File: config.mk
export PLATFORM = sky130hd
export DESIGN_NAME = pw_trigger_seq_flat
export DESIGN_NICKNAME = d
export VERILOG_FILES = /design/src/rtl/pw_trigger_seq_if.sv /design/src/rtl/pw_trigger_seq.sv /design/src/flat_wrapper.sv
export SDC_FILE = /design/constraint.sdc
export NUM_CORES = 1
export LEC_CHECK = 0
export ABC_AREA = 0
export BUFFER_PORTS_ARGS = -buffer_cell sky130_fd_sc_hd__buf_2
export CAP_MARGIN = 20
export CORE_MARGIN = 4
export CORE_UTILIZATION = 45
export DETAILED_ROUTE_END_ITERATION = 7
export GPL_ROUTABILITY_DRIVEN = 0
export PLACE_DENSITY = 0.68
export RECOVER_POWER = 50
export SYNTH_ARGS = -nofsm -noshare
export SYNTH_HDL_FRONTEND = slang
export SYNTH_SLANG_ARGS = --single-unit
export TNS_END_PERCENT = 20
File: constraint.sdc
create_clock -name trigger_clk -period 7 [get_ports trigger_clk]
set_input_delay 1.4 -clock trigger_clk [delete_from_list [all_inputs] [get_ports trigger_clk]]
set_output_delay 1.4 -clock trigger_clk [all_outputs]
set_load 0.02 [all_outputs]
File: src/rtl/pw_trigger_seq_if.sv
// pw_trigger_seq_if: control, configuration and status bundle for the
// trigger sequencer. The master side drives the I_* fields and observes
// the O_* fields. The slave side (the sequencer) does the opposite.
interface pw_trigger_seq_if #(
  parameter int pNUM_PULSES   = 8,
  parameter int pDELAY_WIDTH  = 20,
  parameter int pWIDTH_WIDTH  = 17,
  parameter int pNUM_WIDTH    = 4,
  parameter int pREPEAT_WIDTH = 8
);
  logic                                  I_match;
  logic                                  I_arm;
  logic                                  I_rearm;
  logic                                  I_abort;
  logic [pNUM_PULSES*pDELAY_WIDTH-1:0]   I_trigger_delay;
  logic [pNUM_PULSES*pWIDTH_WIDTH-1:0]   I_trigger_width;
  logic [pNUM_WIDTH-1:0]                 I_num_triggers;
  logic [pREPEAT_WIDTH-1:0]              I_repeat;
  logic                                  O_trigger;
  logic                                  O_armed;
  logic                                  O_busy;
  logic                                  O_done;
  logic                                  O_overrun;

  modport master (
    output I_match, I_arm, I_rearm, I_abort,
    output I_trigger_delay, I_trigger_width, I_num_triggers, I_repeat,
    input  O_trigger, O_armed, O_busy, O_done, O_overrun
  );

  modport slave (
    input  I_match, I_arm, I_rearm, I_abort,
    input  I_trigger_delay, I_trigger_width, I_num_triggers, I_repeat,
    output O_trigger, O_armed, O_busy, O_done, O_overrun
  );
endinterface

File: src/rtl/pw_trigger_seq.sv
// pw_trigger_seq: programmable multi-pulse trigger sequencer.
// Once armed, a match pulse starts the sequence. The sequencer snapshots the
// per-pulse delay and width tables and emits up to pNUM_PULSES pulses on
// O_trigger. All outputs are registered.
// Optional feature: define TRIG_SEQ_REPEAT_EN to replay the whole sequence
// I_repeat extra times before O_done is asserted. Delay 0 is the gap between
// repetitions.
module pw_trigger_seq #(
  parameter int pNUM_PULSES   = 8,
  parameter int pDELAY_WIDTH  = 20,
  parameter int pWIDTH_WIDTH  = 17,
  parameter int pNUM_WIDTH    = 4,
  parameter int pREPEAT_WIDTH = 8
) (
  input logic             trigger_clk,
  input logic             reset_n,
  pw_trigger_seq_if.slave bus
);

  localparam int CNT_W     = (pDELAY_WIDTH > pWIDTH_WIDTH) ? pDELAY_WIDTH : pWIDTH_WIDTH;
  localparam int DLY_VEC_W = pNUM_PULSES * pDELAY_WIDTH;
  localparam int WID_VEC_W = pNUM_PULSES * pWIDTH_WIDTH;
  localparam logic [pNUM_WIDTH-1:0] NUM_MAX = pNUM_WIDTH'(pNUM_PULSES);
  localparam logic [pNUM_WIDTH-1:0] IDX_ONE = pNUM_WIDTH'(1);
  localparam logic [CNT_W-1:0]      CNT_ONE = CNT_W'(1);

  // Reject configurations the count field or repeat field cannot represent.
  if (pNUM_PULSES < 1 || pNUM_PULSES >= (1 << pNUM_WIDTH) || pREPEAT_WIDTH < 1) begin : g_bad_cfg
    $error("pw_trigger_seq: inconsistent parameter set");
  end

  typedef enum logic [1:0] {
    IDLE     = 2'd0,
    ARMED    = 2'd1,
    WAIT_ON  = 2'd2,
    WAIT_OFF = 2'd3
  } state_t;

  state_t                 state_q, state_d;
  logic [CNT_W-1:0]       cnt_q, cnt_d;
  logic [pNUM_WIDTH-1:0]  idx_q, idx_d;
  logic [pNUM_WIDTH-1:0]  num_q, num_d;
  logic [DLY_VEC_W-1:0]   delay_q, delay_d;
  logic [WID_VEC_W-1:0]   width_q, width_d;
  logic                   trigger_q, trigger_d;
  logic                   armed_q, armed_d;
  logic                   busy_q, busy_d;
  logic                   done_q, done_d;
  logic                   overrun_q, overrun_d;
`ifdef TRIG_SEQ_REPEAT_EN
  logic [pREPEAT_WIDTH-1:0] rep_q, rep_d;
`endif

  logic [pNUM_WIDTH-1:0]  num_eff;
  logic [pNUM_WIDTH-1:0]  idx_next;
  logic [CNT_W-1:0]       first_delay;
  logic [CNT_W-1:0]       first_width;
  state_t                 end_state;

  function automatic logic [CNT_W-1:0] delay_at(input logic [DLY_VEC_W-1:0] vec, input int k);
    return CNT_W'(vec[k*pDELAY_WIDTH +: pDELAY_WIDTH]);
  endfunction

  function automatic logic [CNT_W-1:0] width_at(input logic [WID_VEC_W-1:0] vec, input int k);
    return CNT_W'(vec[k*pWIDTH_WIDTH +: pWIDTH_WIDTH]);
  endfunction

  // The counter holds "cycles left after this one".
  // A programmed value of 0 is treated as a one-cycle phase.
  function automatic logic [CNT_W-1:0] load_val(input logic [CNT_W-1:0] v);
    return (v == '0) ? '0 : (v - CNT_ONE);
  endfunction

  // Next-state, counter, snapshot and output decisions; abort overrides everything.
  always_comb begin
    state_d     = state_q;
    cnt_d       = cnt_q;
    idx_d       = idx_q;
    num_d       = num_q;
    delay_d     = delay_q;
    width_d     = width_q;
    trigger_d   = trigger_q;
    done_d      = 1'b0;
    overrun_d   = 1'b0;
`ifdef TRIG_SEQ_REPEAT_EN
    rep_d       = rep_q;
`endif
    num_eff     = (bus.I_num_triggers > NUM_MAX) ? NUM_MAX : bus.I_num_triggers;
    idx_next    = idx_q + IDX_ONE;
    first_delay = delay_at(bus.I_trigger_delay, 0);
    first_width = width_at(bus.I_trigger_width, 0);
    end_state   = (bus.I_rearm && bus.I_arm) ? ARMED : IDLE;

    if (bus.I_abort) begin
      state_d   = IDLE;
      trigger_d = 1'b0;
      cnt_d     = '0;
    end else begin
      case (state_q)
        IDLE: begin
          if (bus.I_arm) state_d = ARMED;
        end
        ARMED: begin
          if (bus.I_match) begin
            delay_d = bus.I_trigger_delay;
            width_d = bus.I_trigger_width;
            num_d   = num_eff;
            idx_d   = '0;
`ifdef TRIG_SEQ_REPEAT_EN
            rep_d   = bus.I_repeat;
`endif
            if (num_eff == '0) begin
              done_d  = 1'b1;
              state_d = end_state;
            end else if (first_delay == '0) begin
              state_d   = WAIT_OFF;
              trigger_d = 1'b1;
              cnt_d     = load_val(first_width);
            end else begin
              state_d = WAIT_ON;
              cnt_d   = load_val(first_delay);
            end
          end else if (!bus.I_arm) begin
            state_d = IDLE;
          end
        end
        WAIT_ON: begin
          overrun_d = bus.I_match;
          if (cnt_q == '0) begin
            state_d   = WAIT_OFF;
            trigger_d = 1'b1;
            cnt_d     = load_val(width_at(width_q, int'(idx_q)));
          end else begin
            cnt_d = cnt_q - CNT_ONE;
          end
        end
        WAIT_OFF: begin
          overrun_d = bus.I_match;
          if (cnt_q != '0) begin
            cnt_d = cnt_q - CNT_ONE;
          end else begin
            trigger_d = 1'b0;
            if (idx_next < num_q) begin
              idx_d   = idx_next;
              state_d = WAIT_ON;
              cnt_d   = load_val(delay_at(delay_q, int'(idx_next)));
            end
`ifdef TRIG_SEQ_REPEAT_EN
            else if (rep_q != '0) begin
              rep_d   = rep_q - pREPEAT_WIDTH'(1);
              idx_d   = '0;
              state_d = WAIT_ON;
              cnt_d   = load_val(delay_at(delay_q, 0));
            end
`endif
            else begin
              done_d  = 1'b1;
              state_d = end_state;
            end
          end
        end
        default: begin
          state_d   = IDLE;
          trigger_d = 1'b0;
        end
      endcase
    end

    armed_d = (state_d == ARMED);
    busy_d  = (state_d == WAIT_ON) || (state_d == WAIT_OFF);
  end

  // State, counters, snapshot and registered outputs with synchronous reset.
  always_ff @(posedge trigger_clk) begin
    if (!reset_n) begin
      state_q   <= IDLE;
      cnt_q     <= '0;
      idx_q     <= '0;
      num_q     <= '0;
      delay_q   <= '0;
      width_q   <= '0;
      trigger_q <= 1'b0;
      armed_q   <= 1'b0;
      busy_q    <= 1'b0;
      done_q    <= 1'b0;
      overrun_q <= 1'b0;
`ifdef TRIG_SEQ_REPEAT_EN
      rep_q     <= '0;
`endif
    end else begin
      state_q   <= state_d;
      cnt_q     <= cnt_d;
      idx_q     <= idx_d;
      num_q     <= num_d;
      delay_q   <= delay_d;
      width_q   <= width_d;
      trigger_q <= trigger_d;
      armed_q   <= armed_d;
      busy_q    <= busy_d;
      done_q    <= done_d;
      overrun_q <= overrun_d;
`ifdef TRIG_SEQ_REPEAT_EN
      rep_q     <= rep_d;
`endif
    end
  end

  assign bus.O_trigger = trigger_q;
  assign bus.O_armed   = armed_q;
  assign bus.O_busy    = busy_q;
  assign bus.O_done    = done_q;
  assign bus.O_overrun = overrun_q;

endmodule

File: src/flat_wrapper.sv
// flat-port wrapper written by rule: the top's interface ports become plain ports
module pw_trigger_seq_flat 
#(
  parameter int pNUM_PULSES   = 8,
  parameter int pDELAY_WIDTH  = 20,
  parameter int pWIDTH_WIDTH  = 17,
  parameter int pNUM_WIDTH    = 4,
  parameter int pREPEAT_WIDTH = 8
)
  (trigger_clk, reset_n, bus_I_match, bus_I_arm, bus_I_rearm, bus_I_abort, bus_I_trigger_delay, bus_I_trigger_width, bus_I_num_triggers, bus_I_repeat, bus_O_trigger, bus_O_armed, bus_O_busy, bus_O_done, bus_O_overrun);
  pw_trigger_seq_if #(.pNUM_PULSES(pNUM_PULSES), .pDELAY_WIDTH(pDELAY_WIDTH), .pWIDTH_WIDTH(pWIDTH_WIDTH), .pNUM_WIDTH(pNUM_WIDTH), .pREPEAT_WIDTH(pREPEAT_WIDTH)) bus_i ();
  input logic trigger_clk;
  input logic reset_n;
  input wire logic [$bits(bus_i.I_match)-1:0] bus_I_match;
  input wire logic [$bits(bus_i.I_arm)-1:0] bus_I_arm;
  input wire logic [$bits(bus_i.I_rearm)-1:0] bus_I_rearm;
  input wire logic [$bits(bus_i.I_abort)-1:0] bus_I_abort;
  input wire logic [$bits(bus_i.I_trigger_delay)-1:0] bus_I_trigger_delay;
  input wire logic [$bits(bus_i.I_trigger_width)-1:0] bus_I_trigger_width;
  input wire logic [$bits(bus_i.I_num_triggers)-1:0] bus_I_num_triggers;
  input wire logic [$bits(bus_i.I_repeat)-1:0] bus_I_repeat;
  output wire logic [$bits(bus_i.O_trigger)-1:0] bus_O_trigger;
  output wire logic [$bits(bus_i.O_armed)-1:0] bus_O_armed;
  output wire logic [$bits(bus_i.O_busy)-1:0] bus_O_busy;
  output wire logic [$bits(bus_i.O_done)-1:0] bus_O_done;
  output wire logic [$bits(bus_i.O_overrun)-1:0] bus_O_overrun;
  assign bus_i.I_match = bus_I_match;
  assign bus_i.I_arm = bus_I_arm;
  assign bus_i.I_rearm = bus_I_rearm;
  assign bus_i.I_abort = bus_I_abort;
  assign bus_i.I_trigger_delay = bus_I_trigger_delay;
  assign bus_i.I_trigger_width = bus_I_trigger_width;
  assign bus_i.I_num_triggers = bus_I_num_triggers;
  assign bus_i.I_repeat = bus_I_repeat;
  assign bus_O_trigger = bus_i.O_trigger;
  assign bus_O_armed = bus_i.O_armed;
  assign bus_O_busy = bus_i.O_busy;
  assign bus_O_done = bus_i.O_done;
  assign bus_O_overrun = bus_i.O_overrun;
  pw_trigger_seq #(.pNUM_PULSES(pNUM_PULSES), .pDELAY_WIDTH(pDELAY_WIDTH), .pWIDTH_WIDTH(pWIDTH_WIDTH), .pNUM_WIDTH(pNUM_WIDTH), .pREPEAT_WIDTH(pREPEAT_WIDTH)) u_core (.trigger_clk(trigger_clk), .reset_n(reset_n), .bus(bus_i));
endmodule
==> metrics.yaml <==
final.setup.tns_ns: 0
path_common_cell: "nand2_1"
worstHoldPathCells: 2
grt_use_met3: 0.0530
power_frac_seq: 0.441
violations: "capacitance limit, slew limit"
peakVddDrop_v: 0.000142
synth_area_um2: 17300
die_w_um: 204
start_kind: "primary input"
grt_start_max_net_pins: 180
power_density_nw_per_um2: 215
area_delta_synth_final_pct: 17.1
clk_path_buf_depth: 3
regToRegStartpoint: "u_core.bus.O_busy"
cap_violations: 2
synth_warnings: 0
clkPwrFrac: 0.464
crit_path_end_kind: "flop"
dpl.hpwl_mm: 41.0
post_cts_buffers: 0
final.setup_skew_ns: 0.0135
drt-pass1-iter-count: 5
yosys.area.top_type: "dfxtp_1"
cp.arrival_ns: 5.93
grtUsageMet2: 0.397
synth_top_cells_by_area: "dfxtp_1 (38%), nand2_1 (15%), a21boi_0 (13%), mux4_2 (6.2%), clkbuf_1 (2.8%)"
drtIter0Drc: 1414
rsz0062_at_grt: "no"
track_usage: 0.256
required_ns: 7.44
cts_inserted_buffers: 37
grt_pass1_wl_mm: 85.1
crit_path_cell_trace: "clkbuf_1 -> nand2_1 -> or3_1 -> clkbuf_2 -> nand2_1 -> a21boi_0"
async_reset_ff_frac: 0
totalWireLength_mm: 56.2
grtUsageMet1: 0.360
holdBufCountCts: 0
pwr-share-comb: 0.095
num_vias: 16100
swShare: 0.243
grt-ovfl-total: 0
antenna_found_initial: 9
ys_ff_latch: 330
fmax_mhz: 182
worst_pin_slew_ns: 4.11
gr-max-usage-layer: "met2"
ys_types: 76
port_buffers: 310
synth-edff-count: 0
hold_viol: 0
post-place-ws_ns: 2.23
cts_root_buf: "clkbuf_16"
clk_latency_ns: 0.53
die-area_um2: 41700
min_from: "u_core.delay_q[0]"
report.final.slew_viol_count: 300
cp_max_fo: 179
hp-class: "reg2reg"
synth_flop_cell: "dfxtp_1"
fp-row-count: 71
path_clk_slew_ns: 0.06
startpoint: "bus_I_match"
coreArea_um2: 37800
setup_viol: 0
htree_levels: 2
fin_crit_sh: 0.784
path_class: "in2reg"
synth_nets: 2451
cts.sinks: 330
avgSynthCellArea_um2: 8.16
drc: 0
synthCells: 2124
setup_slack_ns: 1.51
outcome: "complete, but fails checks"
finalCriticalPeriod_ns: 5.49
rr_worst_depth: 5
slowest_stage: "clkbuf_2"
slew-limit-headroom: -1.74
vias_per_cell: 5.62
cts_tree: "done"
internal_power_mw: 3.30
drtAntennaViolNets: 0
synth_top_area_frac: 0.381
switchingPower_mw: 1.06
nets: 2661
ios: 319
start_util: 0.458
critPathMaxStageDelay_ns: 2.53
ctsResizeCount: 0
wl_per_cell_um: 19.6
layout-drive-gt1-share: 0.194
p_leak_nw: 7.13
first_global_vias: 15400
synth-seq-area-share: 0.381
fp.dieH_um: 204
[per-stage QoR]
step,total power [mW],hold WS (ns),cell area [um2],utilization,std cells
floorplan,2.19,0.438,17300,-,2124
global placement,2.36,0.448,19000,0.503,2806
detailed placement,2.37,0.455,19000,0.503,2806
CTS,4.39,0.463,20300,0.537,2870
global route,4.51,0.483,20300,0.536,2871
finish,4.36,0.462,20300,0.536,2872
[cells in the final DEF (no fill, tap or decap), types with 8 or more instances in the layout]
master and count:
nand2_1 685, dfxtp_1 328, buf_2 304, a21boi_0 303
nor2_1 66, mux4_2 48, mux2i_1 48, a21oi_1 47
nor3_1 42, o21ai_0 40, clkbuf_16 39, xnor2_1 34
xor2_1 31, a22oi_1 25, nand3_1 25, inv_1 20
or3_1 19, nor2b_1 17, o22ai_1 13, buf_4 13
nor4_1 12, ha_1 12, a221oi_1 9, a31oi_1 9
clkbuf_8 9, nand3b_1 8, clkbuf_1 8
[registers in the layout, indices dropped and copies added, names as in the netlist]
name / flops
u_core.num_q: 4
u_core.state_q: 1
u_core.bus.O_overrun: 1
u_core.idx_q: 4
u_core.width_q: 136
u_core.bus.O_busy: 1
u_core.bus.O_done: 1
u_core.bus.O_armed: 1
u_core.cnt_q: 20
u_core.bus.O_trigger: 1
u_core.delay_q: 160
[path summary, 6_finish.rpt]
path,slack (ns),to
min,0.46,u_core.delay_q[0]
min reg2reg,0.46,u_core.delay_q[0]
max reg2reg,2.00,u_core.delay_q[112]
max,1.51,u_core.delay_q[112]
[critical path, delay by kind of cell]
kind                   cells  cell delay, ns
AO/OA/AOI/OAI              1            0.29
buffers and inverters      2            2.70
AND/OR/NAND/NOR            3            1.30
[kinds of logic (layout without fill, tap and decap cells)]
family                   after synthesis  in the layout  synth area share
adder cells (fa/ha/maj)               13             13           0.00939
other                                  0              2                 0
AO/OA/AOI/OAI                        515            515             0.216
flip-flops                           330            330             0.381
buffers and inverters                178            413            0.0428
AND/OR/NAND/NOR                      923            923             0.224
multiplexers                          99             99            0.0921
XOR/XNOR                              66             66            0.0344
[layer usage]
metal	vias to the layer above	share of wire
li1	7761	-
met1	7597	0.44
met2	657	0.45
met3	109	0.079
met4	14	0.031
met5	-	0.0019
[synth_stat cells (8+ instances only)]
master / number
a221oi_1: 9
a31oi_1: 9
a21boi_0: 303
dfxtp_1: 330
nand3b_1: 8
o22ai_1: 13
nor2_1: 66
nand3_1: 25
buf_2: 11
nand2_1: 685
ha_1: 13
nor3_1: 43
xor2_1: 31
or3_1: 19
inv_1: 20
o21ai_0: 40
mux4_2: 48
clkbuf_1: 131
mux2i_1: 48
a22oi_1: 25
xnor2_1: 34
nor2b_1: 17
nor4_1: 12
a21oi_1: 47
[final cells by class]
class	count	area, um2
antenna	2	5.00
timing repair buffer	326	1680
inverter	23	86.3
clock buffer	50	1110
fill	3593	17600
clock inverter	14	159
multi-input combinational	1616	10000
sequential	330	6610
tap	511	639
[power by group through the flow]
stage	Clock (mW)	Sequential (mW)	Combinational (mW)
floorplan	0	1.96	0.226
global placement	0	1.96	0.400
detailed placement	0	1.97	0.405
CTS	2.06	1.92	0.408
global route	2.13	1.93	0.449
finish	2.02	1.92	0.416
No activity file was read; power rests on OpenSTA's default activity.
